$ cat config.mk
export PLATFORM = sky130hd
export DESIGN_NAME = mem_io_ctrl_flat
export DESIGN_NICKNAME = d
export VERILOG_FILES = /design/src/rtl/mem_io_ctrl_if.sv /design/src/rtl/mem_io_ctrl.sv /design/src/flat_wrapper.sv
export SDC_FILE = /design/constraint.sdc
export NUM_CORES = 1
export LEC_CHECK = 0
export CAP_MARGIN = 20
export CORE_MARGIN = 2
export CORE_UTILIZATION = 42
export CTS_CLUSTER_DIAMETER = 80
export DETAILED_ROUTE_END_ITERATION = 10
export HOLD_SLACK_MARGIN = 0.06
export PLACE_DENSITY = 0.89
export SYNTH_ARGS = -nofsm -noshare
export SYNTH_HDL_FRONTEND = slang
export SYNTH_SLANG_ARGS = --single-unit
export TNS_END_PERCENT = 5
$ cat constraint.sdc
create_clock -name Clk -period 2.25 [get_ports Clk]
set_input_delay 0.45 -clock Clk [delete_from_list [all_inputs] [get_ports Clk]]
set_output_delay 0.45 -clock Clk [all_outputs]
set_load 0.005 [all_outputs]
$ cat src/rtl/mem_io_ctrl_if.sv
// Request, data and SRAM pin bundle between the LC-3 datapath, the board and mem_io_ctrl.
// master: datapath/board side; slave: the sequencer.
interface mem_io_ctrl_if;
    logic        Mem_Rd;
    logic        Mem_Wr;
    logic [15:0] MAR;
    logic [15:0] MDR;
    logic [15:0] Switches;
    logic [15:0] SRAM_Data_In;
    logic [15:0] MDR_In;
    logic        Mem_Ready;
    logic        Busy;
    logic [19:0] SRAM_ADDR;
    logic [15:0] SRAM_Data_Out;
    logic        SRAM_Data_OE;
    logic        SRAM_CE_N;
    logic        SRAM_OE_N;
    logic        SRAM_WE_N;
    logic [15:0] HEX_Data;

    modport master (
        output Mem_Rd, Mem_Wr, MAR, MDR, Switches, SRAM_Data_In,
        input  MDR_In, Mem_Ready, Busy, SRAM_ADDR, SRAM_Data_Out,
        input  SRAM_Data_OE, SRAM_CE_N, SRAM_OE_N, SRAM_WE_N, HEX_Data
    );

    modport slave (
        input  Mem_Rd, Mem_Wr, MAR, MDR, Switches, SRAM_Data_In,
        output MDR_In, Mem_Ready, Busy, SRAM_ADDR, SRAM_Data_Out,
        output SRAM_Data_OE, SRAM_CE_N, SRAM_OE_N, SRAM_WE_N, HEX_Data
    );
endinterface

$ cat src/rtl/mem_io_ctrl.sv
// LC-3 memory/I-O sequencer: async SRAM with WAIT_STATES strobe cycles, IO_ADDR -> switches/hex.
// Ports: Clk, Reset (async, active-low), bus (mem_io_ctrl_if.slave). All outputs registered.
module mem_io_ctrl #(
    parameter int          WAIT_STATES = 2,
    parameter logic [15:0] IO_ADDR     = 16'hFFFF
) (
    input  logic          Clk,
    input  logic          Reset,
    mem_io_ctrl_if.slave  bus
);

    localparam logic [2:0] IDLE     = 3'd0;
    localparam logic [2:0] RD_WAIT  = 3'd1;
    localparam logic [2:0] WR_PULSE = 3'd2;
    localparam logic [2:0] WR_HOLD  = 3'd3;
    localparam logic [2:0] DONE     = 3'd4;

    localparam logic [3:0] CNT_INIT = 4'(WAIT_STATES - 1);

    logic [2:0] state, state_d;
    logic [3:0] cnt, cnt_d;
    logic       armed, armed_d;
    logic       req, is_io, accept;

    assign req    = bus.Mem_Rd | bus.Mem_Wr;
    assign is_io  = (bus.MAR == IO_ADDR);
    assign accept = (state == IDLE) && armed && req;

    // armed blocks a request level still held after Mem_Ready
    // from starting a second access until it is dropped.
    always_comb begin
        state_d = state;
        cnt_d   = cnt;
        armed_d = armed;
        unique case (1'b1)
            (state == IDLE): begin
                if (!req) begin
                    armed_d = 1'b1;
                end else if (armed) begin
                    cnt_d = CNT_INIT;
                    if (is_io)           state_d = DONE;
                    else if (bus.Mem_Rd) state_d = RD_WAIT;
                    else                 state_d = WR_PULSE;
                end
            end
            (state == RD_WAIT): begin
                if (cnt == 4'd0) state_d = DONE;
                else             cnt_d   = cnt - 4'd1;
            end
            (state == WR_PULSE): begin
                if (cnt == 4'd0) state_d = WR_HOLD;
                else             cnt_d   = cnt - 4'd1;
            end
            (state == WR_HOLD): state_d = DONE;
            (state == DONE): begin
                armed_d = 1'b0;
                state_d = IDLE;
            end
            default: state_d = IDLE;
        endcase
    end

    // Strobes are decoded from the next state and registered, so they
    // line up with the state they belong to and cannot glitch.
    always_ff @(posedge Clk or negedge Reset) begin
        if (!Reset) begin
            state             <= IDLE;
            cnt               <= 4'd0;
            armed             <= 1'b1;
            bus.MDR_In        <= 16'h0000;
            bus.HEX_Data      <= 16'h0000;
            bus.Mem_Ready     <= 1'b0;
            bus.Busy          <= 1'b0;
            bus.SRAM_ADDR     <= 20'h00000;
            bus.SRAM_Data_Out <= 16'h0000;
            bus.SRAM_Data_OE  <= 1'b0;
            bus.SRAM_CE_N     <= 1'b1;
            bus.SRAM_OE_N     <= 1'b1;
            bus.SRAM_WE_N     <= 1'b1;
        end else begin
            state <= state_d;
            cnt   <= cnt_d;
            armed <= armed_d;

            bus.Mem_Ready    <= (state_d == DONE);
            bus.Busy         <= (state_d != IDLE);
            bus.SRAM_CE_N    <= !((state_d == RD_WAIT) ||
                                  (state_d == WR_PULSE) ||
                                  (state_d == WR_HOLD));
            bus.SRAM_OE_N    <= (state_d != RD_WAIT);
            bus.SRAM_WE_N    <= (state_d != WR_PULSE);
            bus.SRAM_Data_OE <= (state_d == WR_PULSE) ||
                                (state_d == WR_HOLD);

            if (accept) begin
                bus.SRAM_ADDR     <= {4'b0000, bus.MAR};
                bus.SRAM_Data_Out <= bus.MDR;
                // read wins over a simultaneous write
                if (is_io && bus.Mem_Rd)
                    bus.MDR_In <= bus.Switches;
                if (is_io && !bus.Mem_Rd)
                    bus.HEX_Data <= bus.MDR;
            end

            if ((state == RD_WAIT) && (cnt == 4'd0))
                bus.MDR_In <= bus.SRAM_Data_In;
        end
    end

endmodule
$ cat src/flat_wrapper.sv
// flat-port wrapper written by rule: the top's interface ports become plain ports
module mem_io_ctrl_flat 
#(
    parameter int          WAIT_STATES = 2,
    parameter logic [15:0] IO_ADDR     = 16'hFFFF
)
  (Clk, Reset, bus_Mem_Rd, bus_Mem_Wr, bus_MAR, bus_MDR, bus_Switches, bus_SRAM_Data_In, bus_MDR_In, bus_Mem_Ready, bus_Busy, bus_SRAM_ADDR, bus_SRAM_Data_Out, bus_SRAM_Data_OE, bus_SRAM_CE_N, bus_SRAM_OE_N, bus_SRAM_WE_N, bus_HEX_Data);
  mem_io_ctrl_if bus_i ();
  input  logic Clk;
  input  logic Reset;
  input wire logic [$bits(bus_i.Mem_Rd)-1:0] bus_Mem_Rd;
  input wire logic [$bits(bus_i.Mem_Wr)-1:0] bus_Mem_Wr;
  input wire logic [$bits(bus_i.MAR)-1:0] bus_MAR;
  input wire logic [$bits(bus_i.MDR)-1:0] bus_MDR;
  input wire logic [$bits(bus_i.Switches)-1:0] bus_Switches;
  input wire logic [$bits(bus_i.SRAM_Data_In)-1:0] bus_SRAM_Data_In;
  output wire logic [$bits(bus_i.MDR_In)-1:0] bus_MDR_In;
  output wire logic [$bits(bus_i.Mem_Ready)-1:0] bus_Mem_Ready;
  output wire logic [$bits(bus_i.Busy)-1:0] bus_Busy;
  output wire logic [$bits(bus_i.SRAM_ADDR)-1:0] bus_SRAM_ADDR;
  output wire logic [$bits(bus_i.SRAM_Data_Out)-1:0] bus_SRAM_Data_Out;
  output wire logic [$bits(bus_i.SRAM_Data_OE)-1:0] bus_SRAM_Data_OE;
  output wire logic [$bits(bus_i.SRAM_CE_N)-1:0] bus_SRAM_CE_N;
  output wire logic [$bits(bus_i.SRAM_OE_N)-1:0] bus_SRAM_OE_N;
  output wire logic [$bits(bus_i.SRAM_WE_N)-1:0] bus_SRAM_WE_N;
  output wire logic [$bits(bus_i.HEX_Data)-1:0] bus_HEX_Data;
  assign bus_i.Mem_Rd = bus_Mem_Rd;
  assign bus_i.Mem_Wr = bus_Mem_Wr;
  assign bus_i.MAR = bus_MAR;
  assign bus_i.MDR = bus_MDR;
  assign bus_i.Switches = bus_Switches;
  assign bus_i.SRAM_Data_In = bus_SRAM_Data_In;
  assign bus_MDR_In = bus_i.MDR_In;
  assign bus_Mem_Ready = bus_i.Mem_Ready;
  assign bus_Busy = bus_i.Busy;
  assign bus_SRAM_ADDR = bus_i.SRAM_ADDR;
  assign bus_SRAM_Data_Out = bus_i.SRAM_Data_Out;
  assign bus_SRAM_Data_OE = bus_i.SRAM_Data_OE;
  assign bus_SRAM_CE_N = bus_i.SRAM_CE_N;
  assign bus_SRAM_OE_N = bus_i.SRAM_OE_N;
  assign bus_SRAM_WE_N = bus_i.SRAM_WE_N;
  assign bus_HEX_Data = bus_i.HEX_Data;
  mem_io_ctrl #(.WAIT_STATES(WAIT_STATES), .IO_ADDR(IO_ADDR)) u_core (.Clk(Clk), .Reset(Reset), .bus(bus_i));
endmodule
==> results.md <==
* Status: complete, no violations
* Post-route DRC at 0
* CTS tree: yes
* Dpl cell area at 4927 um2
* CTS Sinks at 78
* Per-cell routed wire length at 16.68 um
* Area Overhead vs Synth at 54.00%
* Register area at 1957 um2
* Detailed Place HPWL at 6.198 mm
* I/O pin count at 142
* Multi-input gate area at 1274 um2
* EDFF count, synth at 0
* Initial antenna violation count at 0
* Largest family of logic cells by synthesized area: multiplexers
* Final Non-Filler Cells at 493
* Worst VDD drop at 629.0 uV
* Slew margin rel. at 0.6658
* Adder-cell share of the synthesized area at 0.003743
* Setup Viol. Count Final at 0
* Final WL at 8.221 mm
* Clk pin slew, worst setup/hold paths at 0.09 ns
* Cts hold-fix bufs at 0
* Final min period at 2.135 ns
* Number of global-route vias before repair at 2,671
* Synthesized flop and latch total at 78
* Post-CTS Resized at 0
* CP peak stage delay at 0.50 ns
* Final hold slack at 0.06437 ns
* Dpl cells at 477
* Fill cells at 577
* Core region area at 7727 um2
* Worst setup SP type: input port
* H-tree levels at 3
* Tot GR Track Use at 0.1988
* Pwr dens at 1188 nW/um2
* PortBufs at 137
* Final instance area at 5149 um2
* Crit-path slowest cell: clkdlybuf4s50_1
* Synth Area in Compound Gates at 0.06999
* Routed vias at 2,495
* Root Driver: clkbuf_8
* LEAKAGE at 2.209 nW
* Starting Density at 0.4326
* Utilization after layout at 0.6663
* Crit path buffers/inverters at 2
* Die area at 8690 um2
* First-pass GRT wire length at 13.40 mm
* Total setup buffers inserted after CTS at 0
* Post-synthesis sequential area ratio at 0.5853
* Final worst slack at 0.1152 ns
* Height of the chip at 93.22 um
* Final Skew at 0.009803 ns
* Crit-path cells: clkdlybuf4s50_1 > nand4_2 > or3_4 > nor4b_4 > buf_12 > mux2_2
* Crit Path Max Fanout at 16
* Mapped Area at 3343 um2
* Total grt overflow at 0
* Ys async rst share at 1.000
* CP required at 2.47 ns
* Vias per cell at 5.061
* Worst path top cell family by delay: simple AND/OR/NAND/NOR gates
* Number of max-cap violations at 0
* Worst-Margin Slew at 0.5013 ns
* Worst-case clock buffer depth at 2
* Row count at 32
* Highest clock rate at 0.4684 GHz
* Crit end category: flip-flop
* Total Neg Setup Slack at 0 ns
* Yosys cell types at 40
* Unrepaired setup endpoints after global routing: no
* CP Class: in -> reg
* Fin nets at 455
* ANT nets after route at 0
* Layout cell share with drive strength beyond 1 at 0.2455
* Clk_lat worst skew at 0.34 ns
* Hold WC Path Type: in -> async
* Pre-CTS setup slack at -0.2574 ns
* Routability cong. at 0.8615
* XOR/XNOR Fraction of Synth Area at 0.007859
* Drt first pass iters at 4
* Ys flop type: dfrtp_1
* Hold Violations, Final at 0
* Tot Pwr at 6.118 mW
* Period utilisation layout at 0.9488
* DRT iter0 DRCs at 82
* CTS Buf Count at 9
* Simple-gate share of the synthesized area at 0.1186
* Die X at 93.22 um
* Mapped Cells at 233
* Largest net degree at the start of global routing at 42
* Crit path arrival time at 2.36 ns
* Diode count at 0
* Post-synthesis mux area share at 0.1759
* Yosys warns at 0
* Syn avg cell area at 14.35 um2
* Slew Limit Fails at 0
-- final cells by class --
| class | instances | share of cell area |
|---|---|---|
| clock buffers | 10 | 0.02479 |
| inverters | 4 | 0.002916 |
| flip-flops and latches | 78 | 0.3801 |
| well taps | 102 | 0.02479 |
| repair buffers | 155 | 0.3018 |
| multi-input cells | 138 | 0.2474 |
| clock inverters | 6 | 0.01823 |
-- Yosys cell counts, types with 3 or more instances --
| library cell | n | area (um2) |
|---|---|---|
| nand4_1 | 3 | 18.77 |
| nor2_1 | 9 | 33.78 |
| a221o_1 | 16 | 160.2 |
| dfrtp_1 | 74 | 1852 |
| xnor2_1 | 3 | 26.28 |
| inv_1 | 4 | 15.01 |
| nor4b_4 | 3 | 71.32 |
| buf_4 | 4 | 30.03 |
| nand2_1 | 4 | 15.01 |
| o21ai_0 | 3 | 15.01 |
| nor3_1 | 3 | 15.01 |
| mux2_2 | 38 | 427.9 |
| mux2_4 | 10 | 150.1 |
| buf_2 | 7 | 35.03 |
| dfstp_2 | 4 | 105.1 |
| and2_1 | 16 | 100.1 |
| nor2b_1 | 3 | 18.77 |
| a21oi_1 | 4 | 20.02 |
-- worst reg2reg max path, cell delays in order, from the launching register on --
cell	delay, ns
dfrtp_1	0.50
nor4b_4	0.29
and2b_2	0.25
nor4b_4	0.27
buf_12	0.21
mux2_2	0.35
-- state kept, by name, summed over array words and instances, names as in the netlist --
| signal | count |
|---|---|
| u_core.bus.SRAM_WE_N | 1 |
| u_core.bus.HEX_Data | 16 |
| u_core.bus.SRAM_OE_N | 1 |
| u_core.cnt | 4 |
| u_core.bus.MDR_In | 16 |
| u_core.bus.Busy | 1 |
| u_core.bus.SRAM_Data_OE | 1 |
| u_core.bus.SRAM_Data_Out | 16 |
| u_core.state | 3 |
| u_core.bus.SRAM_ADDR | 16 |
| u_core.armed | 1 |
| u_core.bus.Mem_Ready | 1 |
| u_core.bus.SRAM_CE_N | 1 |
-- layout by cell type (no fill, tap or decap), types with 2 or more instances in the layout --
cell type and instances:
o21ai_0 3, mux2_4 10, nor4b_4 3, clkbuf_8 9
nand4_2 2, nor2_1 9, nor3_1 3, inv_6 2
and2_1 16, xnor2_1 3, buf_4 15, dfstp_2 4
a21oi_1 4, conb_1 4, buf_12 4, nand4_1 3
mux2_2 38, bufinv_16 2, dfrtp_1 74, a221o_1 16
nand2_1 4, clkdlybuf4s50_1 136, inv_1 4, nor2b_1 3
-- layer usage --
layer  up-vias  GRT usage  part of all wire
li1       1144          -                 -
met1      1251     0.2414              0.39
met2        90     0.3393              0.52
met3        10    0.05560             0.070
met4         0    0.06863             0.012
met5         -          0                 0
-- power breakdown --
group / internal (mW) / switching [mW] / leakage [nW] / total, mW
sequential: 1.98 / 0.320 / 0.971 / 2.30
clock: 0.635 / 0.530 / 0.107 / 1.17
combinational: 1.72 / 0.933 / 1.13 / 2.66
total: 4.34 / 1.78 / 2.21 / 6.12
-- path summary, 6_finish.rpt --
kind | start | to | slack, ns | depth (start not counted)
worst max-delay path | bus_MAR[15] | u_core.bus.HEX_Data[4]$_DFFE_PN0P_ | 0.12 | 6
min in group Clk | u_core.cnt[0]$_DFFE_PN0P_ | u_core.cnt[0]$_DFFE_PN0P_ | 0.51 | 1
max in group asynchronous | Reset | u_core.armed$_DFFE_PN1P_ | 1.53 | 2
worst min-delay path | Reset | u_core.bus.HEX_Data[6]$_DFFE_PN0P_ | 0.06 | 1
worst min register to register | u_core.cnt[0]$_DFFE_PN0P_ | u_core.cnt[0]$_DFFE_PN0P_ | 0.51 | 1
worst max register to register | u_core.state[1]$_DFF_PN0_ | u_core.bus.HEX_Data[4]$_DFFE_PN0P_ | 0.27 | 5
-- kinds of logic (layout without fill, tap and decap cells) --
kind of cell | count (synthesis) | in the layout
flip-flops | 78 | 78
AND/OR/NAND/NOR | 53 | 53
multiplexers | 49 | 49
AO/OA/AOI/OAI | 28 | 28
buffers and inverters | 20 | 175
XOR/XNOR | 3 | 3
adder cells (fa/ha/maj) | 1 | 1
other | 1 | 4
Note: power is estimated with default switching activity, not from simulation.
